[src/rtl/pcre_payload_feeder.sv]
// Serializes FWFT payload FIFO words MSB-byte-first onto the PCRE engine byte stream with SOP/EOP framing.
// Optional ready-wait timeout is compiled in with `define PCRE_FEED_TIMEOUT_EN.
module pcre_payload_feeder #(
  parameter int unsigned DATA_W      = 64,
  parameter int unsigned CNT_W       = 4,
  parameter int unsigned MAX_BYTES   = 1500,
  parameter int unsigned TIMEOUT_CYC = 4096
) (
  input  logic              clk,
  input  logic              rst,
  input  logic [DATA_W-1:0] in_data,
  input  logic [CNT_W-1:0]  in_bytes,
  input  logic              in_sof,
  input  logic              in_eof,
  input  logic [6:0]        in_flow,
  input  logic              in_empty,
  output logic              in_rd_en,
  output logic [7:0]        fifo_out,
  output logic [6:0]        flow_out,
  output logic              start_of_packet,
  output logic              end_of_packet,
  output logic              payload_valid,
  input  logic              engine_ready,
  output logic              drop_err,
  output logic              timeout_err
);

  localparam int unsigned       NB        = DATA_W / 8;
  localparam int unsigned       BC_W      = $clog2(MAX_BYTES + 1);
  localparam logic [CNT_W-1:0]  LAST_FULL = CNT_W'(NB - 1);
  localparam logic [BC_W-1:0]   MAX_CNT   = BC_W'(MAX_BYTES);

  typedef enum logic [2:0] {IDLE, SOP, STREAM, EOP, GUARD, WAIT_RDY} state_e;

  state_e              state_q, state_d;
  logic [DATA_W-1:0]   word_q, word_d;
  logic [6:0]          flow_q, flow_d;
  logic [CNT_W-1:0]    nbytes_q, nbytes_d;
  logic [CNT_W-1:0]    idx_q, idx_d;
  logic                eof_q, eof_d;
  logic                have_q, have_d;
  logic [BC_W-1:0]     bcnt_q, bcnt_d;
  logic                drop_q, drop_d;
  logic                rd;
  logic [CNT_W-1:0]    last_idx;
  logic [DATA_W-1:0]   word_sh;

`ifdef PCRE_FEED_TIMEOUT_EN
  localparam int unsigned      TO_W    = $clog2(TIMEOUT_CYC + 1);
  localparam logic [TO_W-1:0]  TO_LAST = TO_W'(TIMEOUT_CYC - 1);
  logic [TO_W-1:0] tmo_q, tmo_d;
  logic            tout_q, tout_d;
`endif

  always_comb begin
    state_d         = state_q;
    word_d          = word_q;
    flow_d          = flow_q;
    nbytes_d        = nbytes_q;
    idx_d           = idx_q;
    eof_d           = eof_q;
    have_d          = have_q;
    bcnt_d          = bcnt_q;
    drop_d          = 1'b0;
    rd              = 1'b0;
    start_of_packet = 1'b0;
    end_of_packet   = 1'b0;
    payload_valid   = 1'b0;
    fifo_out        = '0;
    last_idx        = eof_q ? (nbytes_q - 1'b1) : LAST_FULL;
    word_sh         = word_q << {idx_q, 3'b000};
`ifdef PCRE_FEED_TIMEOUT_EN
    tmo_d           = tmo_q;
    tout_d          = 1'b0;
`endif

    case (state_q)
      IDLE: begin
        if (!in_empty && engine_ready) begin
          rd = 1'b1;
          if (in_sof) begin
            word_d   = in_data;
            flow_d   = in_flow;
            nbytes_d = in_bytes;
            eof_d    = in_eof;
            idx_d    = '0;
            have_d   = 1'b1;
            bcnt_d   = '0;
            state_d  = SOP;
          end else begin
            drop_d = 1'b1;
          end
        end
      end
      SOP: begin
        start_of_packet = 1'b1;
        state_d = (eof_q && nbytes_q == '0) ? EOP : STREAM;
      end
      STREAM: begin
        // have_q low means the previous word is spent and the FIFO ran dry.
        if (!have_q) begin
          if (!in_empty) begin
            rd       = 1'b1;
            word_d   = in_data;
            nbytes_d = in_bytes;
            eof_d    = in_eof;
            idx_d    = '0;
            have_d   = 1'b1;
          end
        end else if (eof_q && nbytes_q == '0) begin
          state_d = EOP;
        end else begin
          if (bcnt_q < MAX_CNT) begin
            payload_valid = 1'b1;
            fifo_out      = word_sh[DATA_W-1 -: 8];
            bcnt_d        = bcnt_q + 1'b1;
          end
          if (idx_q != last_idx) begin
            idx_d = idx_q + 1'b1;
          end else if (eof_q) begin
            state_d = EOP;
          end else if (!in_empty) begin
            rd       = 1'b1;
            word_d   = in_data;
            nbytes_d = in_bytes;
            eof_d    = in_eof;
            idx_d    = '0;
          end else begin
            have_d = 1'b0;
          end
        end
      end
      EOP: begin
        end_of_packet = 1'b1;
        state_d = GUARD;
      end
      GUARD: begin
        state_d = WAIT_RDY;
`ifdef PCRE_FEED_TIMEOUT_EN
        tmo_d = '0;
`endif
      end
      WAIT_RDY: begin
        if (engine_ready) begin
          state_d = IDLE;
`ifdef PCRE_FEED_TIMEOUT_EN
        end else if (tmo_q == TO_LAST) begin
          tout_d  = 1'b1;
          state_d = IDLE;
        end else begin
          tmo_d = tmo_q + 1'b1;
`endif
        end
      end
      default: state_d = IDLE;
    endcase
  end

  always_ff @(posedge clk or negedge rst) begin
    if (!rst) begin
      state_q  <= IDLE;
      word_q   <= '0;
      flow_q   <= '0;
      nbytes_q <= '0;
      idx_q    <= '0;
      eof_q    <= 1'b0;
      have_q   <= 1'b0;
      bcnt_q   <= '0;
      drop_q   <= 1'b0;
    end else begin
      state_q  <= state_d;
      word_q   <= word_d;
      flow_q   <= flow_d;
      nbytes_q <= nbytes_d;
      idx_q    <= idx_d;
      eof_q    <= eof_d;
      have_q   <= have_d;
      bcnt_q   <= bcnt_d;
      drop_q   <= drop_d;
    end
  end

`ifdef PCRE_FEED_TIMEOUT_EN
  always_ff @(posedge clk or negedge rst) begin
    if (!rst) begin
      tmo_q  <= '0;
      tout_q <= 1'b0;
    end else begin
      tmo_q  <= tmo_d;
      tout_q <= tout_d;
    end
  end
  assign timeout_err = tout_q;
`else
  assign timeout_err = 1'b0;
`endif

  // Pop request depends on live FIFO/engine inputs, so mask it while reset is held.
  assign in_rd_en = rd & rst;
  assign flow_out = flow_q;
  assign drop_err = drop_q;

endmodule

[config.mk]
export PLATFORM = sky130hd
export DESIGN_NAME = pcre_payload_feeder
export DESIGN_NICKNAME = d
export VERILOG_FILES = /design/src/rtl/pcre_payload_feeder.sv
export SDC_FILE = /design/constraint.sdc
export NUM_CORES = 1
export LEC_CHECK = 0
export CAP_MARGIN = 20
export CELL_PAD_IN_SITES_DETAIL_PLACEMENT = 1
export CELL_PAD_IN_SITES_GLOBAL_PLACEMENT = 2
export CORE_ASPECT_RATIO = 0.9
export CORE_UTILIZATION = 34
export DETAILED_ROUTE_END_ITERATION = 16
export PLACE_DENSITY_LB_ADDON = 0.1
export SYNTH_ARGS = -nofsm -noshare
export SYNTH_HDL_FRONTEND = slang
export SYNTH_SLANG_ARGS = --single-unit
[constraint.sdc]
create_clock -name clk -period 3.01 [get_ports clk]
set_input_delay 0.4515 -clock clk [delete_from_list [all_inputs] [get_ports clk]]
set_output_delay 0.4515 -clock clk [all_outputs]
set_load 0.02 [all_outputs]
==> out/results.tsv <==
metric	value	unit
status	completed	
Routed WL	11910	um
Synth Register Bits	96	
DR WL/cell	17.03	um
hold_ws	0.1744	ns
Placed Area	6176	um2
setup TNS	0	ns
metal2 WL	5846	um
DR vias	3484	
hold_buf cts	0	
min-delay worst type	input pin to asynchronous set/reset pin	
post-route cell area	6515	um2
Peak Freq	359.3	MHz
floorplan row count	41	
antenna-violating nets left	0	
final hold vios	0	
total grt overflow	0	
io pins	102	
drt drc	0	
share of cells above drive strength 1	26.88	%
CP startpoint kind	flip-flop	
Syn Nets	473	
CP max FO	3	
Pins Over Slew Limit	0	
CTS H-tree depth	3	
pwr/cell area	934.2	nW/um2
Initial Utilization	34.74	%
vias per cell	4.984	
sequential area share after synthesis	49.56	%
Post-synth ARST share	100.0	%
Antenna diodes	0	
placed wire-length estimate	8558	um
Die ar.	14740	um2
Layout area overhead	34.41	%
Worst-Margin Slew	0.7555	ns
Gate Count Post-Synth	389	
area of the core	13950	um2
Most used DFF post-synth	dfrtp_1	
Setup Skew	0.005572	ns
TritonCTS Buffers	9	
Period Utilization, post-route	92.48	%
initial antenna violation count	0	
crit end category	primary output	
Post-Syn Area	4847	um2
number of I/O port buffers	100	
count of cell types in the netlist	53	
Final Util	46.69	%
vias in the first global route	3706	
footprint of the multi-input gates	2308	um2
first-pass GRT wire length	19620	um
die width	127.9	um
Tot GR Track Use	17.69	%
root buffer cell	clkbuf_16	
nets@finish	585	
Leak	2.859	nW
WL met3	643	um
top sig layer	met4	
Slew HR	49.64	%
Max-cap violations	0	
maximum VDD drop	0.3898	mV
post-layout minimum cycle time	2.784	ns
final number of setup-violating endpoints	0	
Die H	115.3	um
non-filler cells in the finished layout	699	
Syn Area/Cell	12.46	um2
Setup CP Type	flip-flop to primary output	
Routed met1 length	5269	um
drt first-iter violations	147	
placed cells	682	
most frequent cells in the layout	dfrtp_1, clkdlybuf4s50_1, mux2_2	
TritonCTS clock tree	built	
later-pin clock latency in the skew report	0.35	ns
Final Wtd Congestion	0.7465	
RSZ-0062 raised after global routing	false	
EDFF count, synth	0	
commonest non-fill, non-tap cell in the layout	dfrtp_1	
clock sinks	96	
filler instances	1500	
crit path DAT	2.33	ns
drt first pass iters	4	
clk slew on worst S/H paths	0.07	ns
CTS max path bufs	2	
CP required	2.56	ns
Reg area	2402	um2
largest net degree at the start of global routing	58	
Yosys Warn Count	0	
-- per-layer routing --
layer / global-route usage [%] / vias up
li1: - / 1638
met4: 4.549 / 0
met1: 21.80 / 1764
met3: 6.049 / 11
met5: 0 / -
met2: 29.78 / 71
-- kinds of logic after synthesis --
kind of cell	synth area share, %
simple gates	10.92
flops	49.56
mux	27.08
compound gates	7.202
buf+inv	3.123
xor+xnor	1.265
fa+ha+maj	0.7745
other cells	0.07737
-- through the flow --
step / setup WS (ns) / power (W)
floorplan: 0.2081 / 0.003910
finish: 0.2264 / 0.006086
global placement: 0.05322 / 0.004793
detailed placement: 0.08766 / 0.004872
global route: 0.007181 / 0.006518
CTS: 0.01196 / 0.006191
-- final timing paths --
check | startpoint | endpoint | slack [ns] | depth (start not counted)
max | nbytes_q[0] | in_rd_en | 0.23 | 9
min in group clk | flow_out[5] | flow_out[5] | 0.48 | 2
max in group asynchronous | rst | word_q[8] | 1.70 | 3
min reg2reg | flow_out[5] | flow_out[5] | 0.48 | 2
max reg2reg | nbytes_q[0] | word_q[15] | 0.42 | 9
min | rst | nbytes_q[2] | 0.17 | 2
-- flip-flops by register name, summed over array words and instances (netlist names) --
register  cells
nbytes_q      4
bcnt_q       11
drop_err      1
state_q       3
flow_out      7
eof_q         1
word_q       64
have_q        1
idx_q         4
-- cell type report --
| class | count | share of cell area, % |
|---|---|---|
| sequential | 96 | 36.87 |
| inverter | 8 | 0.4609 |
| timing repair buffer | 123 | 18.38 |
| multi-input combinational | 263 | 35.43 |
| clock buffer | 10 | 3.668 |
| clock inverter | 6 | 1.479 |
| tap | 193 | 3.707 |
-- power by group --
part / total, W / internal [W] / switching, W
registers: 0.00221 / 0.00185 / 0.000367
logic: 0.00258 / 0.00142 / 0.00117
clock network: 0.00129 / 0.000763 / 0.000527
total: 0.00609 / 0.00403 / 0.00206
-- Yosys cell counts (all sizes together) (3+ instances only) --
master	n	area, um2
nand2	37	141.4
and3	6	37.54
nor2b	3	18.77
nor3	7	35.03
inv	8	30.03
buf	14	91.33
ha	3	37.54
dfrtp	96	2402
nor2	25	93.84
o21ai	12	63.81
a31oi	5	31.28
and2	3	18.77
mux2	69	852.1
nor3b	3	22.52
xor2	5	43.79
o21a	3	22.52
mux2i	10	100.1
or3	4	25.02
nand3	6	30.03
clkbuf	8	30.03
a21oi	7	35.03
mux4	16	360.4
o211ai	10	80.07
-- critical path, stage by stage (launching register included) --
cell and delay (ns):
dfrtp_1 0.34, inv_1 0.04, ha_1 0.31, o21ai_0 0.17, nand3_1 0.10, a311o_1 0.41
o31ai_4 0.21, a31oi_1 0.12, nor2b_1 0.11, buf_2 0.17
-- what timing repair did --
action | CTS | global route
endpoints found under the setup margin | 9 | 51
gates resized for setup | 10 | 4
cloned | 0 | 0
endpoints found under the hold margin | 0 | 0
pin swaps | 0 | 1
buffers inserted | 0 | 1
No activity file was read; power rests on OpenSTA's default activity.
